<file path="src/rtl/hwpe_stream_merge_align.sv">
// Per-lane alignment buffer ahead of the stream merge stage: each lane is queued in a
// small FIFO and one wide beat is presented only when every lane holds a word.
module hwpe_stream_merge_align #(
    parameter int unsigned NB_IN_STREAMS = 2,
    parameter int unsigned DATA_WIDTH_IN = 32,
    parameter int unsigned FIFO_DEPTH    = 4
) (
    input  logic                                       clk_i,
    input  logic                                       rst_i,
    input  logic                                       clear_i,
    input  logic [NB_IN_STREAMS*DATA_WIDTH_IN-1:0]     push_data_i,
    input  logic [NB_IN_STREAMS*DATA_WIDTH_IN/8-1:0]   push_strb_i,
    input  logic [NB_IN_STREAMS-1:0]                   push_valid_i,
    output logic [NB_IN_STREAMS-1:0]                   push_ready_o,
    output logic [NB_IN_STREAMS*DATA_WIDTH_IN-1:0]     pop_data_o,
    output logic [NB_IN_STREAMS*DATA_WIDTH_IN/8-1:0]   pop_strb_o,
    output logic                                       pop_valid_o,
    input  logic                                       pop_ready_i,
    output logic [NB_IN_STREAMS-1:0]                   lane_empty_o
);

    localparam int unsigned STRB_WIDTH = DATA_WIDTH_IN / 8;
    localparam int unsigned PTR_WIDTH  = (FIFO_DEPTH > 1) ? $clog2(FIFO_DEPTH) : 1;
    localparam int unsigned CNT_WIDTH  = PTR_WIDTH + 1;
    localparam logic [CNT_WIDTH-1:0] FULL_COUNT = CNT_WIDTH'(FIFO_DEPTH);

    logic [NB_IN_STREAMS-1:0] lane_valid;
    logic                     pop_fire;

    // Valid is a pure function of the occupancy counters, so it can never depend on ready.
    assign pop_valid_o = &lane_valid;
    assign pop_fire    = pop_valid_o & pop_ready_i;

    for (genvar i = 0; i < NB_IN_STREAMS; i++) begin : gen_lane
        logic [DATA_WIDTH_IN-1:0] data_mem [FIFO_DEPTH];
        logic [STRB_WIDTH-1:0]    strb_mem [FIFO_DEPTH];
        logic [PTR_WIDTH-1:0]     wptr;
        logic [PTR_WIDTH-1:0]     rptr;
        logic [CNT_WIDTH-1:0]     count;
        logic                     push_fire;

        // A full lane stays not-ready even while being popped: no same-cycle pass-through.
        assign push_ready_o[i] = (count != FULL_COUNT);
        assign lane_valid[i]   = (count != '0);
        assign lane_empty_o[i] = (count == '0);
        assign push_fire       = push_valid_i[i] & push_ready_o[i];

        always_ff @(posedge clk_i) begin
            if (push_fire) begin
                data_mem[wptr] <= push_data_i[i*DATA_WIDTH_IN +: DATA_WIDTH_IN];
                strb_mem[wptr] <= push_strb_i[i*STRB_WIDTH +: STRB_WIDTH];
            end
        end

        always_ff @(posedge clk_i) begin
            if (rst_i || clear_i) begin
                wptr  <= '0;
                rptr  <= '0;
                count <= '0;
            end else begin
                if (push_fire) begin
                    wptr <= wptr + 1'b1;
                end
                if (pop_fire) begin
                    rptr <= rptr + 1'b1;
                end
                case ({push_fire, pop_fire})
                    2'b10:   count <= count + 1'b1;
                    2'b01:   count <= count - 1'b1;
                    default: count <= count;
                endcase
            end
        end

        assign pop_data_o[i*DATA_WIDTH_IN +: DATA_WIDTH_IN] = data_mem[rptr];
        assign pop_strb_o[i*STRB_WIDTH +: STRB_WIDTH]       = strb_mem[rptr];
    end

endmodule

</file>
<file path="config.mk">
export PLATFORM = sky130hd
export DESIGN_NAME = hwpe_stream_merge_align
export DESIGN_NICKNAME = d
export VERILOG_FILES = /design/src/rtl/hwpe_stream_merge_align.sv
export SDC_FILE = /design/constraint.sdc
export NUM_CORES = 1
export LEC_CHECK = 0
export BUFFER_PORTS_ARGS = -buffer_cell sky130_fd_sc_hd__buf_2
export CAP_MARGIN = 20
export CORE_ASPECT_RATIO = 0.9
export CORE_MARGIN = 3
export CORE_UTILIZATION = 50
export DETAILED_ROUTE_END_ITERATION = 10
export PLACE_DENSITY_LB_ADDON = 0.2
export SYNTH_ARGS = -nofsm -noshare
export SYNTH_HDL_FRONTEND = slang
export SYNTH_SLANG_ARGS = --single-unit
export TNS_END_PERCENT = 10
</file>
<file path="constraint.sdc">
create_clock -name clk_i -period 2.8 [get_ports clk_i]
set_clock_uncertainty 0.05 [all_clocks]
set_input_delay 0.28 -clock clk_i [delete_from_list [all_inputs] [get_ports clk_i]]
set_output_delay 0.28 -clock clk_i [all_outputs]
set_load 0.02 [all_outputs]
</file>
==> results.py, run 1 <==
metrics = {
    "drt": {
        "postRouteWirelength_um": 20900,
        "wl_per_cell_um": 20.0,
        "route.antenna.remaining_nets": 0,
        "detail_route.vias_per_cell": 5.33,
        "post-route-drc-count": 0,
        "drtPass1Iterations": 4,
        "top_layer": "met4",
        "wl_met2_um": 10600,
        "via_count": 5545,
        "drtIter0Drc": 367,
        "met3RoutedLength_um": 953,
        "wl_met1_um": 8810,
    },
    "floorplanning": {
        "std_cell_rows": 51,
        "die_area_sq_um": 24600,
        "die_height_um": 149,
        "dieWidth_um": 165,
        "design.core.area_sq_um": 22000,
        "ios": 155,
        "initial_utilization": 0.517,
    },
    "synth": {
        "ys_top_cells_by_area": "sky130_fd_sc_hd__edfxtp_1 (76%), sky130_fd_sc_hd__mux4_2 (14%), sky130_fd_sc_hd__dfxtp_1 (3.2%)",
        "yosys_warnings": 0,
        "yosysUniqueCellTypes": 29,
        "syn-instance-count": 485,
        "yosys.area.top_type_share": 0.760,
        "cell_area_synth_sq_um": 11400,
        "most_instantiated_library_cell_after_synthesis": "sky130_fd_sc_hd__edfxtp_1",
        "ys.flop_type": "sky130_fd_sc_hd__edfxtp_1",
        "asyncSetResetFlopFracSynth": 0,
        "proportion_of_synthesized_chip_area_in_sequential_cells": 0.792,
        "synthesis.nets": 575,
        "synthesis.area_per_instance_sq_um": 23.5,
        "synth.ff_latch_count": 306,
        "synth_top_cell_by_area": "sky130_fd_sc_hd__edfxtp_1",
        "synth.cells.most_frequent": "sky130_fd_sc_hd__edfxtp_1 (288), sky130_fd_sc_hd__mux4_2 (72), sky130_fd_sc_hd__dfxtp_1 (18)",
        "synth_enable_flop_cells": 288,
    },
    "global_route": {
        "maximum_number_of_pins_on_one_net_before_global_route_repair": 37,
        "grt_usage": 0.173,
        "grt_first_pass_wirelength_um": 32900,
        "number_of_antenna_violations_at_the_first_check_in_global_routing": 0,
        "grt_remaining_overflow": 0,
        "first_global_vias": 6042,
    },
    "run": {
        "cap_viol_max_count": 0,
    },
    "setup_path": {
        "critPathArrivalTime_ps": 2200,
        "endpoint_kind": "primary output",
        "crit_path_top_delay_cell": "sky130_fd_sc_hd__dfxtp_2",
        "path_cells": "buf_12 -> mux4_2 -> buf_2",
        "timing.critical_path.required_ps": 2470,
        "worst_setup_path_start_kind": "flip-flop",
        "cp_slowest_stage_delay_ps": 600,
        "critical_path.max_fanout": 26,
        "critPathKind": "reg -> out",
    },
    "outcome": {
        "run_status": "finished, final reports clean",
    },
    "final_layout": {
        "design_area_sq_um": 14100,
        "area_growth_pct": 23.9,
        "drive_above_1_share": 0.381,
        "final_net_count": 818,
        "diodes": 0,
        "final_core_utilization": 0.640,
    },
    "sta": {
        "final-setup-viol-count": 0,
        "whs_ps": 31.9,
        "layout_min_cycle_time_ps": 2530,
        "timing_worst_slew_pin_value_ps": 1000,
        "final_hold_viol_count": 0,
        "fmax_mhz": 395,
        "rsz0062_at_grt": "no",
        "maxSlewHeadroom": 0.331,
        "layout_worst_path_cycle_share": 0.903,
        "final-max-slew-violation-count": 0,
        "fin_tns_setup_ps": 0,
    },
    "pwr": {
        "p_per_area_nw_per_um2": 664,
        "p_leak_nw": 4.77,
        "max-vdd-ir-drop_v": 0.000410,
        "final_power_mw": 9.36,
    },
    "placement": {
        "post-dp-hpwl_um": 12300,
        "place.gp.congestion": 0.719,
        "placed_cell_area_sq_um": 12500,
        "port-buffer-count": 154,
    },
    "hold_path": {
        "hp-class": "in -> reg",
    },
    "clock_tree": {
        "cts_max_path_buffers": 3,
        "clock_insertion_delay_worst_skew_ps": 530,
        "cts_buffers": 30,
        "clkTransAtPathRegs_ps": 60,
        "clock_tree_from_tritoncts": "done",
        "cts-htree-levels": 1,
        "clock_sinks": 306,
        "clock_tree.root_cell": "sky130_fd_sc_hd__clkbuf_16",
    },
}
power by group:
part	internal, mW	total, mW	leakage (nW)	switching (mW)
sequential	5.12	5.15	2.79	0.0264
clock	2.15	3.68	0.440	1.54
combinational	0.236	0.527	1.54	0.291
state kept, by name, summed over array words and instances, names as in the netlist, named ones only:
register,count
gen_lane.rptr,4
gen_lane.count,6
gen_lane.wptr,4
gen_lane.data_mem,256
gen_lane.strb_mem,32
stage by stage:
step	std cells	setup WS [ps]
final	1041	271
after detailed placement	915	437
after floorplan	485	620
after CTS	1041	204
after global placement	915	572
after global routing	1041	124
worst paths after layout:
path	startpoint	endpoint	slack [ps]	cells after the start
worst min-delay path	push_valid_i[0]	gen_lane[0].wptr[1]	30	3
worst min register to register	gen_lane[0].rptr[1]	flip-flop	440	2
worst max register to register	gen_lane[1].count[2]	gen_lane[1].count[2]	400	8
worst max-delay path	flip-flop	pop_data_o[56]	270	3
cell type report:
| class | count | area [sq um] |
|---|---|---|
| flip-flops and latches | 306 | 9010 |
| fillers | 1516 | 7920 |
| multi-input cells | 148 | 2210 |
| repair buffers | 232 | 1570 |
| clock buffers | 46 | 842 |
| well taps | 291 | 364 |
| clock inverters | 8 | 61.3 |
| inverters | 10 | 37.5 |
timing repair:
| action | CTS | global route |
|---|---|---|
| hold buffers | 72 | 0 |
| hold endpoints to repair | 288 | 0 |
| setup endpoints to repair | 0 | 0 |
| resized for setup | 0 | 0 |
| buffers inserted | 0 | 0 |
routing by layer:
layer,vias up,GRT usage
met1,2856,0.239
li1,2510,-
met4,0,0.0415
met5,-,0
met3,37,0.0319
met2,142,0.290
critical path, delay by kind of cell (launching register included):
family | cells | cell delay [ps]
multiplexers | 1 | 560
flip-flops | 1 | 600
buffers and inverters | 2 | 480
cells by family (layout without fill, tap and decap cells):
group           Yosys count  in the layout  share of synthesized area
flops                   306            306                      0.792
xor+xnor                  4              4                    0.00308
fa+ha+maj                12             12                     0.0145
mux                      76             76                      0.146
buf+inv                  31            296                     0.0148
simple gates             38             38                     0.0202
compound gates           18             18                    0.00957
layout by cell type (no fill, tap or decap):
cell,instances
sky130_fd_sc_hd__nand2_1,6
sky130_fd_sc_hd__ha_1,10
sky130_fd_sc_hd__bufinv_16,1
sky130_fd_sc_hd__dfxtp_1,14
sky130_fd_sc_hd__and3_2,8
sky130_fd_sc_hd__nor3b_4,1
sky130_fd_sc_hd__o21ai_0,2
sky130_fd_sc_hd__a21o_1,4
sky130_fd_sc_hd__edfxtp_1,288
sky130_fd_sc_hd__inv_1,10
sky130_fd_sc_hd__or3b_1,2
sky130_fd_sc_hd__mux4_2,72
sky130_fd_sc_hd__mux2i_1,4
sky130_fd_sc_hd__dfxtp_2,4
sky130_fd_sc_hd__fa_1,2
sky130_fd_sc_hd__nor2_1,8
sky130_fd_sc_hd__xor2_1,4
sky130_fd_sc_hd__o31ai_1,2
sky130_fd_sc_hd__clkbuf_1,14
sky130_fd_sc_hd__clkinv_1,3
sky130_fd_sc_hd__nor3_2,2
sky130_fd_sc_hd__clkbuf_16,31
sky130_fd_sc_hd__or4_1,2
sky130_fd_sc_hd__or3_1,4
sky130_fd_sc_hd__a21oi_1,9
sky130_fd_sc_hd__or2_2,1
sky130_fd_sc_hd__buf_4,3
sky130_fd_sc_hd__a21oi_2,1
sky130_fd_sc_hd__clkinv_2,4
sky130_fd_sc_hd__buf_2,154
sky130_fd_sc_hd__clkbuf_8,1
sky130_fd_sc_hd__nand3_1,4
sky130_fd_sc_hd__dlygate4sd3_1,72
sky130_fd_sc_hd__buf_12,3
(Power assumes the default switching activity.)
==> run 2: changes to the inputs <==
--- a/config.mk
+++ b/config.mk
@@ -5,11 +5,13 @@
 export SDC_FILE = /design/constraint.sdc
 export NUM_CORES = 1
 export LEC_CHECK = 0
-export BUFFER_PORTS_ARGS = -buffer_cell sky130_fd_sc_hd__buf_2
+export BUFFER_PORTS_ARGS = -buffer_cell sky130_fd_sc_hd__clkbuf_2
 export CAP_MARGIN = 20
+export CELL_PAD_IN_SITES_DETAIL_PLACEMENT = 2
+export CELL_PAD_IN_SITES_GLOBAL_PLACEMENT = 2
 export CORE_ASPECT_RATIO = 0.9
 export CORE_MARGIN = 3
-export CORE_UTILIZATION = 50
+export CORE_UTILIZATION = 44
 export DETAILED_ROUTE_END_ITERATION = 10
 export PLACE_DENSITY_LB_ADDON = 0.2
 export SYNTH_ARGS = -nofsm -noshare
==> run 2 against run 1 <==
Compared with the run above:
- fmax grew 1.6%
- largest cell class unchanged
- highest routed layer unchanged
- critical endpoint is now gen_lane[1].count[2]
- die area grew 13%
- largest power group unchanged
- utilization shrank 7.9 points
==> results.py, run 2 (synthesized netlist as in run 1, its figures left out) <==
metrics = {
    "sta": {
        "final-max-slew-violation-count": 0,
        "fin_tns_setup_ps": 0,
        "final-setup-viol-count": 0,
        "timing_worst_slew_pin_value_ps": 1040,
        "fin_ws_ps": 310,
        "layout_min_cycle_time_ps": 2490,
        "layout_worst_path_cycle_share": 0.889,
        "rsz0062_at_grt": "no",
        "final_hold_viol_count": 0,
        "maxSlewHeadroom": 0.304,
        "whs_ps": 28.4,
        "fmax_mhz": 402,
    },
    "setup_path": {
        "timing.critical_path.required_ps": 3220,
        "critical_path.reg2reg.startpoint": "gen_lane[1].count[2]",
        "endpoint_kind": "flip-flop",
        "critPathKind": "reg -> reg",
        "worst_setup_path_start_kind": "flip-flop",
        "critical_path.max_fanout": 10,
        "critPathArrivalTime_ps": 2910,
        "cp_slowest_stage_delay_ps": 530,
        "worst_r2r_endpoint": "gen_lane[1].count[2]",
        "crit_path_top_delay_cell": "sky130_fd_sc_hd__or3b_1",
        "path_cells": "or3b_1 -> nand2_1 -> ha_1 -> inv_1 -> fa_1 -> xor2_1 -> or3_1 -> a21oi_1",
        "critPathTopFamily": "simple AND/OR/NAND/NOR gates",
        "critPathBufInv": 1,
        "reg2regPathDepth": 8,
        "worst-r2r-setup-slack_ps": 310,
    },
    "pwr": {
        "total_switching_power_mw": 2.08,
        "power_frac_comb": 0.057,
        "sw_frac_of_total": 0.215,
        "portion_of_total_power_attributed_to_the_clock_network": 0.410,
        "p_per_area_nw_per_um2": 683,
        "power.sequential.fraction": 0.532,
        "p_leak_nw": 4.83,
        "max-vdd-ir-drop_v": 0.000528,
        "p_int_mw": 7.61,
    },
    "clock_tree": {
        "cts_max_path_buffers": 3,
        "clock_tree_from_tritoncts": "done",
        "cts_buffers": 31,
        "clock_insertion_delay_worst_skew_ps": 540,
        "clkTransAtPathRegs_ps": 60,
        "clock_tree.root_cell": "sky130_fd_sc_hd__clkbuf_16",
        "hold_buffers": 73,
        "clock_sinks": 306,
        "cts-htree-levels": 1,
        "postCtsSetupRepairBufs": 0,
        "postCtsResizedCells": 0,
    },
    "hold_path": {
        "hold_depth": 3,
        "hp-class": "in -> reg",
        "holdPathEnd": "gen_lane[1].rptr[0]",
        "hold_path_startpoint": "clear_i",
    },
    "drt": {
        "drtIter0Drc": 513,
        "route.antenna.remaining_nets": 0,
        "via_count": 5739,
        "postRouteWirelength_um": 28900,
        "drtPass1Iterations": 4,
        "wl_per_cell_um": 26.5,
        "post-route-drc-count": 0,
        "detail_route.vias_per_cell": 5.25,
    },
    "placement": {
        "post-dp-hpwl_um": 17100,
        "post-place-cells": 964,
        "preCtsSetupSlack_ps": 306,
        "port-buffer-count": 154,
        "placed_cell_area_sq_um": 12500,
        "place.gp.congestion": 0.733,
    },
    "final_layout": {
        "regMostFlops": "gen_lane.data_mem",
        "post_layout_nonfiller_instances": 1093,
        "most_common_cell_after_layout_fill_and_taps_aside": "sky130_fd_sc_hd__edfxtp_1",
        "fillerInstances": 2206,
        "sequential_cell_area_sq_um": 9010,
        "multiInputGateArea_sq_um": 2210,
        "layout_common_cells": "sky130_fd_sc_hd__edfxtp_1 (288), sky130_fd_sc_hd__clkbuf_2 (154), sky130_fd_sc_hd__dlygate4sd3_1 (73)",
        "drive_above_1_share": 0.383,
        "area_growth_pct": 24.8,
        "design_area_sq_um": 14200,
        "biggestRegsByFlops": "gen_lane.data_mem: 256 flops, gen_lane.strb_mem: 32 flops, gen_lane.count: 6 flops",
        "final_net_count": 818,
        "flip_flop_count_of_the_largest_register_after_layout": 256,
    },
    "global_route": {
        "grt_first_pass_wirelength_um": 43800,
        "maximum_number_of_pins_on_one_net_before_global_route_repair": 37,
        "grt_remaining_overflow": 0,
        "number_of_antenna_violations_at_the_first_check_in_global_routing": 1,
        "grt_usage": 0.211,
        "first_global_vias": 6584,
    },
    "floorplanning": {
        "die_height_um": 159,
        "die_area_sq_um": 27800,
        "std_cell_rows": 55,
        "initial_utilization": 0.449,
        "dieWidth_um": 176,
        "ios": 155,
        "design.core.area_sq_um": 25300,
    },
    "outcome": {
        "run_status": "finished, final reports clean",
    },
    "run": {
        "cap_viol_max_count": 0,
    },
}
-- run 2: cell types whose count changed in the layout (fill, tap and decap cells not counted), sizes merged --
cell         delta
buf           -156
bufinv          -1
clkbuf        +154
clkinv          +2
diode           +1
dlygate4sd3     +1
-- run 2: area by class of cell --
class                      count  share of cell area
timing repair buffer         231               0.110
multi-input combinational    148               0.155
antenna                        1            0.000176
inverter                      10             0.00264
sequential                   306               0.635
clock buffer                  46              0.0651
clock inverter                 9             0.00255
tap                          342              0.0301
-- run 2: stage by stage --
step | total power [mW] | utilization
finish | 9.70 | 0.561
global route | 10.0 | 0.561
CTS | 9.70 | 0.561
detailed placement | 5.73 | 0.494
global placement | 5.67 | 0.494
floorplan | 5.48 | -
-- run 2: worst max-delay path by stage --
| stage | from | end | slack (ps) | cells past startpoint |
|---|---|---|---|---|
| 4_1_cts | gen_lane[0].count[2] | gen_lane[0].count[2] | 280 | 8 |
| 6_report | gen_lane[1].count[2] | gen_lane[1].count[2] | 310 | 8 |
| 5_1_grt | gen_lane[0].count[2] | gen_lane[0].count[2] | 180 | 8 |
| 3_5_place_dp | gen_lane[0].count[2] | gen_lane[0].count[2] | 310 | 8 |
| 3_3_place_gp | gen_lane[1].count[0] | gen_lane[1].count[2] | 530 | 8 |
| 2_1_floorplan | gen_lane[1].count[0] | gen_lane[1].count[2] | 620 | 9 |
-- run 2: worst reg2reg max path: stages, from the launching register on --
cell	delay, ps
sky130_fd_sc_hd__dfxtp_1	410
sky130_fd_sc_hd__or3b_1	530
sky130_fd_sc_hd__nand2_1	130
sky130_fd_sc_hd__ha_1	190
sky130_fd_sc_hd__inv_1	70
sky130_fd_sc_hd__fa_1	380
sky130_fd_sc_hd__xor2_1	170
sky130_fd_sc_hd__or3_1	320
sky130_fd_sc_hd__a21oi_1	170
-- run 2: routing by layer --
layer	track usage	vias up	wire, um
li1	-	2511	-
met5	0	-	0
met1	0.270	3019	11500
met3	0.0308	37	1190
met2	0.390	172	15700
met4	0.0400	0	565
-- run 2: power by group through the flow --
stage | combinational (mW) | clock [mW] | sequential [mW]
floorplan | 0.242 | 0 | 5.23
global placement | 0.438 | 0 | 5.24
detailed placement | 0.472 | 0 | 5.25
CTS | 0.559 | 3.98 | 5.16
global route | 0.601 | 4.26 | 5.17
finish | 0.556 | 3.98 | 5.16
==> run 3: changes to the inputs <==
--- a/config.mk
+++ b/config.mk
@@ -5,13 +5,14 @@
 export SDC_FILE = /design/constraint.sdc
 export NUM_CORES = 1
 export LEC_CHECK = 0
+export ABC_AREA = 1
 export BUFFER_PORTS_ARGS = -buffer_cell sky130_fd_sc_hd__clkbuf_2
 export CAP_MARGIN = 20
 export CELL_PAD_IN_SITES_DETAIL_PLACEMENT = 2
 export CELL_PAD_IN_SITES_GLOBAL_PLACEMENT = 2
 export CORE_ASPECT_RATIO = 0.9
 export CORE_MARGIN = 3
-export CORE_UTILIZATION = 44
+export CORE_UTILIZATION = 40
 export DETAILED_ROUTE_END_ITERATION = 10
 export PLACE_DENSITY_LB_ADDON = 0.2
 export SYNTH_ARGS = -nofsm -noshare
==> run 3 against run 2 <==
Compared with the run above:
- area after synthesis is 3.8% higher
- global-route usage is 0.70 points lower
- clock-buffer cell count is 2 lower
- via count is 34% higher
- worst hold slack better by 63 ps
- critical endpoint is now pop_strb_o[6]
- synthesized cell count is 72% higher
- sequential power hardly changed
- largest power group unchanged
- register-to-register slack better by 370 ps
- critical path depth is 4 lower
- clock power is 7.3% higher
- die area is 14% higher
==> results.py, run 3 <==
metrics = {
    "setup_path": {
        "setup.worst_path.end": "pop_strb_o[6]",
        "worst_setup_path_start_kind": "flip-flop",
        "critPathKind": "reg -> out",
        "endpoint_kind": "primary output",
        "worst-r2r-setup-slack_ps": 680,
        "critical_path.max_fanout": 52,
        "worst_r2r_endpoint": "gen_lane[1].count[2]",
        "critical_path.reg2reg.startpoint": "gen_lane[1].count[2]",
        "reg2regPathDepth": 12,
        "timing.critical_path.required_ps": 2470,
        "critPathArrivalTime_ps": 2160,
    },
    "clock_tree": {
        "clock_insertion_delay_worst_skew_ps": 500,
        "clock_tree_from_tritoncts": "done",
        "clock_sinks": 306,
        "cts_max_path_buffers": 3,
        "cts-htree-levels": 2,
        "cts_buffers": 34,
        "postCtsResizedCells": 0,
        "postCtsSetupRepairBufs": 0,
        "hold_buffers": 72,
        "clkTransAtPathRegs_ps": 60,
        "clock_tree.root_cell": "sky130_fd_sc_hd__clkbuf_16",
    },
    "synth": {
        "synth.ff_latch_count": 306,
        "synth.cells.most_frequent": "sky130_fd_sc_hd__edfxtp_1 (288), sky130_fd_sc_hd__nor2_1 (164), sky130_fd_sc_hd__o21ai_1 (100)",
        "most_instantiated_library_cell_after_synthesis": "sky130_fd_sc_hd__edfxtp_1",
        "synthesis.area_per_instance_sq_um": 14.1,
        "synth.area.mux_share": 0,
        "asyncSetResetFlopFracSynth": 0,
        "synth_top_cell_by_area": "sky130_fd_sc_hd__edfxtp_1",
        "syn-instance-count": 835,
        "synth_top_family_by_area": "compound AO/OA/AOI/OAI gates",
        "yosysUniqueCellTypes": 28,
        "ys_top_cells_by_area": "sky130_fd_sc_hd__edfxtp_1 (73%), sky130_fd_sc_hd__nor2_1 (5.2%), sky130_fd_sc_hd__o21ai_1 (4.2%)",
        "cell_area_synth_sq_um": 11800,
        "yosys_warnings": 0,
        "synthesis.nets": 925,
        "yosys.area_share.adder": 0.0140,
        "ys.flop_type": "sky130_fd_sc_hd__edfxtp_1",
        "compound_cell_area_share_of_the_yosys_netlist": 0.106,
        "yosys.area_share.xor_xnor": 0,
        "post_synth_and_or_nand_nor_area_fraction": 0.0702,
        "proportion_of_synthesized_chip_area_in_sequential_cells": 0.763,
        "synth_enable_flop_cells": 288,
        "yosys.area.top_type_share": 0.732,
    },
    "global_route": {
        "number_of_antenna_violations_at_the_first_check_in_global_routing": 1,
        "grt_remaining_overflow": 0,
        "grt_usage": 0.204,
        "maximum_number_of_pins_on_one_net_before_global_route_repair": 73,
        "first_global_vias": 8820,
        "grt_first_pass_wirelength_um": 50100,
    },
    "sta": {
        "final_hold_viol_count": 0,
        "maxSlewHeadroom": 0.594,
        "fin_tns_setup_ps": 0,
        "layout_min_cycle_time_ps": 2490,
        "final-max-slew-violation-count": 0,
        "rsz0062_at_grt": "no",
        "whs_ps": 91.6,
        "fmax_mhz": 402,
        "layout_worst_path_cycle_share": 0.888,
        "final-setup-viol-count": 0,
        "fin_ws_ps": 313,
        "timing_worst_slew_pin_value_ps": 609,
    },
    "final_layout": {
        "flip_flop_count_of_the_largest_register_after_layout": 256,
        "area_growth_pct": 24.1,
        "biggestRegsByFlops": "gen_lane.data_mem: 256 flops, gen_lane.strb_mem: 32 flops, gen_lane.count: 6 flops",
        "layout_common_cells": "sky130_fd_sc_hd__edfxtp_1 (288), sky130_fd_sc_hd__nor2_1 (156), sky130_fd_sc_hd__clkbuf_2 (154)",
        "fillerInstances": 2774,
        "drive_above_1_share": 0.222,
        "sequential_cell_area_sq_um": 9010,
        "design_area_sq_um": 14700,
        "post_layout_nonfiller_instances": 1482,
        "most_common_cell_after_layout_fill_and_taps_aside": "sky130_fd_sc_hd__edfxtp_1",
        "regMostFlops": "gen_lane.data_mem",
        "final_core_utilization": 0.505,
        "multiInputGateArea_sq_um": 2310,
        "final_net_count": 1156,
    },
    "drt": {
        "via_count": 7710,
        "post-route-drc-count": 0,
        "detail_route.vias_per_cell": 5.20,
        "postRouteWirelength_um": 32300,
        "wl_per_cell_um": 21.8,
        "route.antenna.remaining_nets": 0,
        "drtPass1Iterations": 4,
        "drtIter0Drc": 426,
    },
    "floorplanning": {
        "initial_utilization": 0.407,
        "dieWidth_um": 187,
        "die_height_um": 169,
        "std_cell_rows": 59,
        "die_area_sq_um": 31600,
        "design.core.area_sq_um": 29000,
        "ios": 155,
    },
    "placement": {
        "port-buffer-count": 154,
        "placed_cell_area_sq_um": 12900,
        "post-dp-hpwl_um": 19000,
        "post-place-cells": 1354,
        "preCtsSetupSlack_ps": 684,
        "place.gp.congestion": 0.708,
    },
    "outcome": {
        "run_status": "finished, final reports clean",
    },
    "pwr": {
        "max-vdd-ir-drop_v": 0.000466,
        "final_power_mw": 10.1,
        "p_per_area_nw_per_um2": 688,
        "p_leak_nw": 5.29,
    },
    "run": {
        "cap_viol_max_count": 0,
    },
    "hold_path": {
        "hold_depth": 4,
        "hp-class": "in -> reg",
    },
}
## run 3: cell types whose count changed after synthesis, sizes merged, moves of 4 or more
| cell | change |
|---|---|
| a21o | -4 |
| and3 | -8 |
| buf | +27 |
| inv | +31 |
| mux2i | -4 |
| mux4 | -72 |
| nand2 | +13 |
| nand4 | +4 |
| nor2 | +158 |
| o21ai | +150 |
| o22ai | +72 |
| or3 | -4 |
| xor2 | -4 |
## run 3: cells by family after synthesis
| group | after synthesis |
|---|---|
| AOI/OAI and AO/OA | 232 |
| adders and majority gates | 12 |
| and+or+nand+nor | 198 |
| DFF | 306 |
| buffers and inverters | 87 |
## run 3: worst min path at each step
stage	end	start	slack, ps
5_1_grt	flip-flop	pop_ready_i	100
2_1_floorplan	gen_lane[0].data_mem[0][0]	push_data_i[0]	330
4_1_cts	flip-flop	pop_ready_i	70
3_3_place_gp	gen_lane[1].count[0]	gen_lane[1].count[0]	410
6_report	gen_lane[0].count[2]	rst_i	90
3_5_place_dp	gen_lane[0].rptr[0]	gen_lane[0].rptr[0]	430
## run 3: per-layer routing
layer	vias to the layer above	wire (um)	track usage	part of all wire
met4	0	762	0.0582	0.024
met5	-	0	0	0
li1	3547	-	-	-
met1	3938	13400	0.248	0.41
met3	59	1140	0.0331	0.035
met2	166	17000	0.376	0.53
## run 3: final cells by class
cell class / count / share of cell area
Antenna cell: 1 / 0.000171
Multi-Input combinational cell: 442 / 0.157
Clock inverter: 11 / 0.00709
Inverter: 42 / 0.0119
Sequential cell: 306 / 0.615
Tap cell: 396 / 0.0338
Timing Repair Buffer: 240 / 0.111
Clock buffer: 44 / 0.0641
## run 3: critical path, cell delays in order (launching register included)
cell and delay, ps:
sky130_fd_sc_hd__dfxtp_2 630, sky130_fd_sc_hd__buf_12 300, sky130_fd_sc_hd__o21ai_0 150, sky130_fd_sc_hd__o22ai_1 330, sky130_fd_sc_hd__clkbuf_2 240
## run 3: power by group
group / internal (mW) / total [mW] / switching [mW]
logic: 0.220 / 0.623 / 0.403
registers: 5.15 / 5.19 / 0.0440
clock network: 2.53 / 4.27 / 1.74
total: 7.90 / 10.1 / 2.18
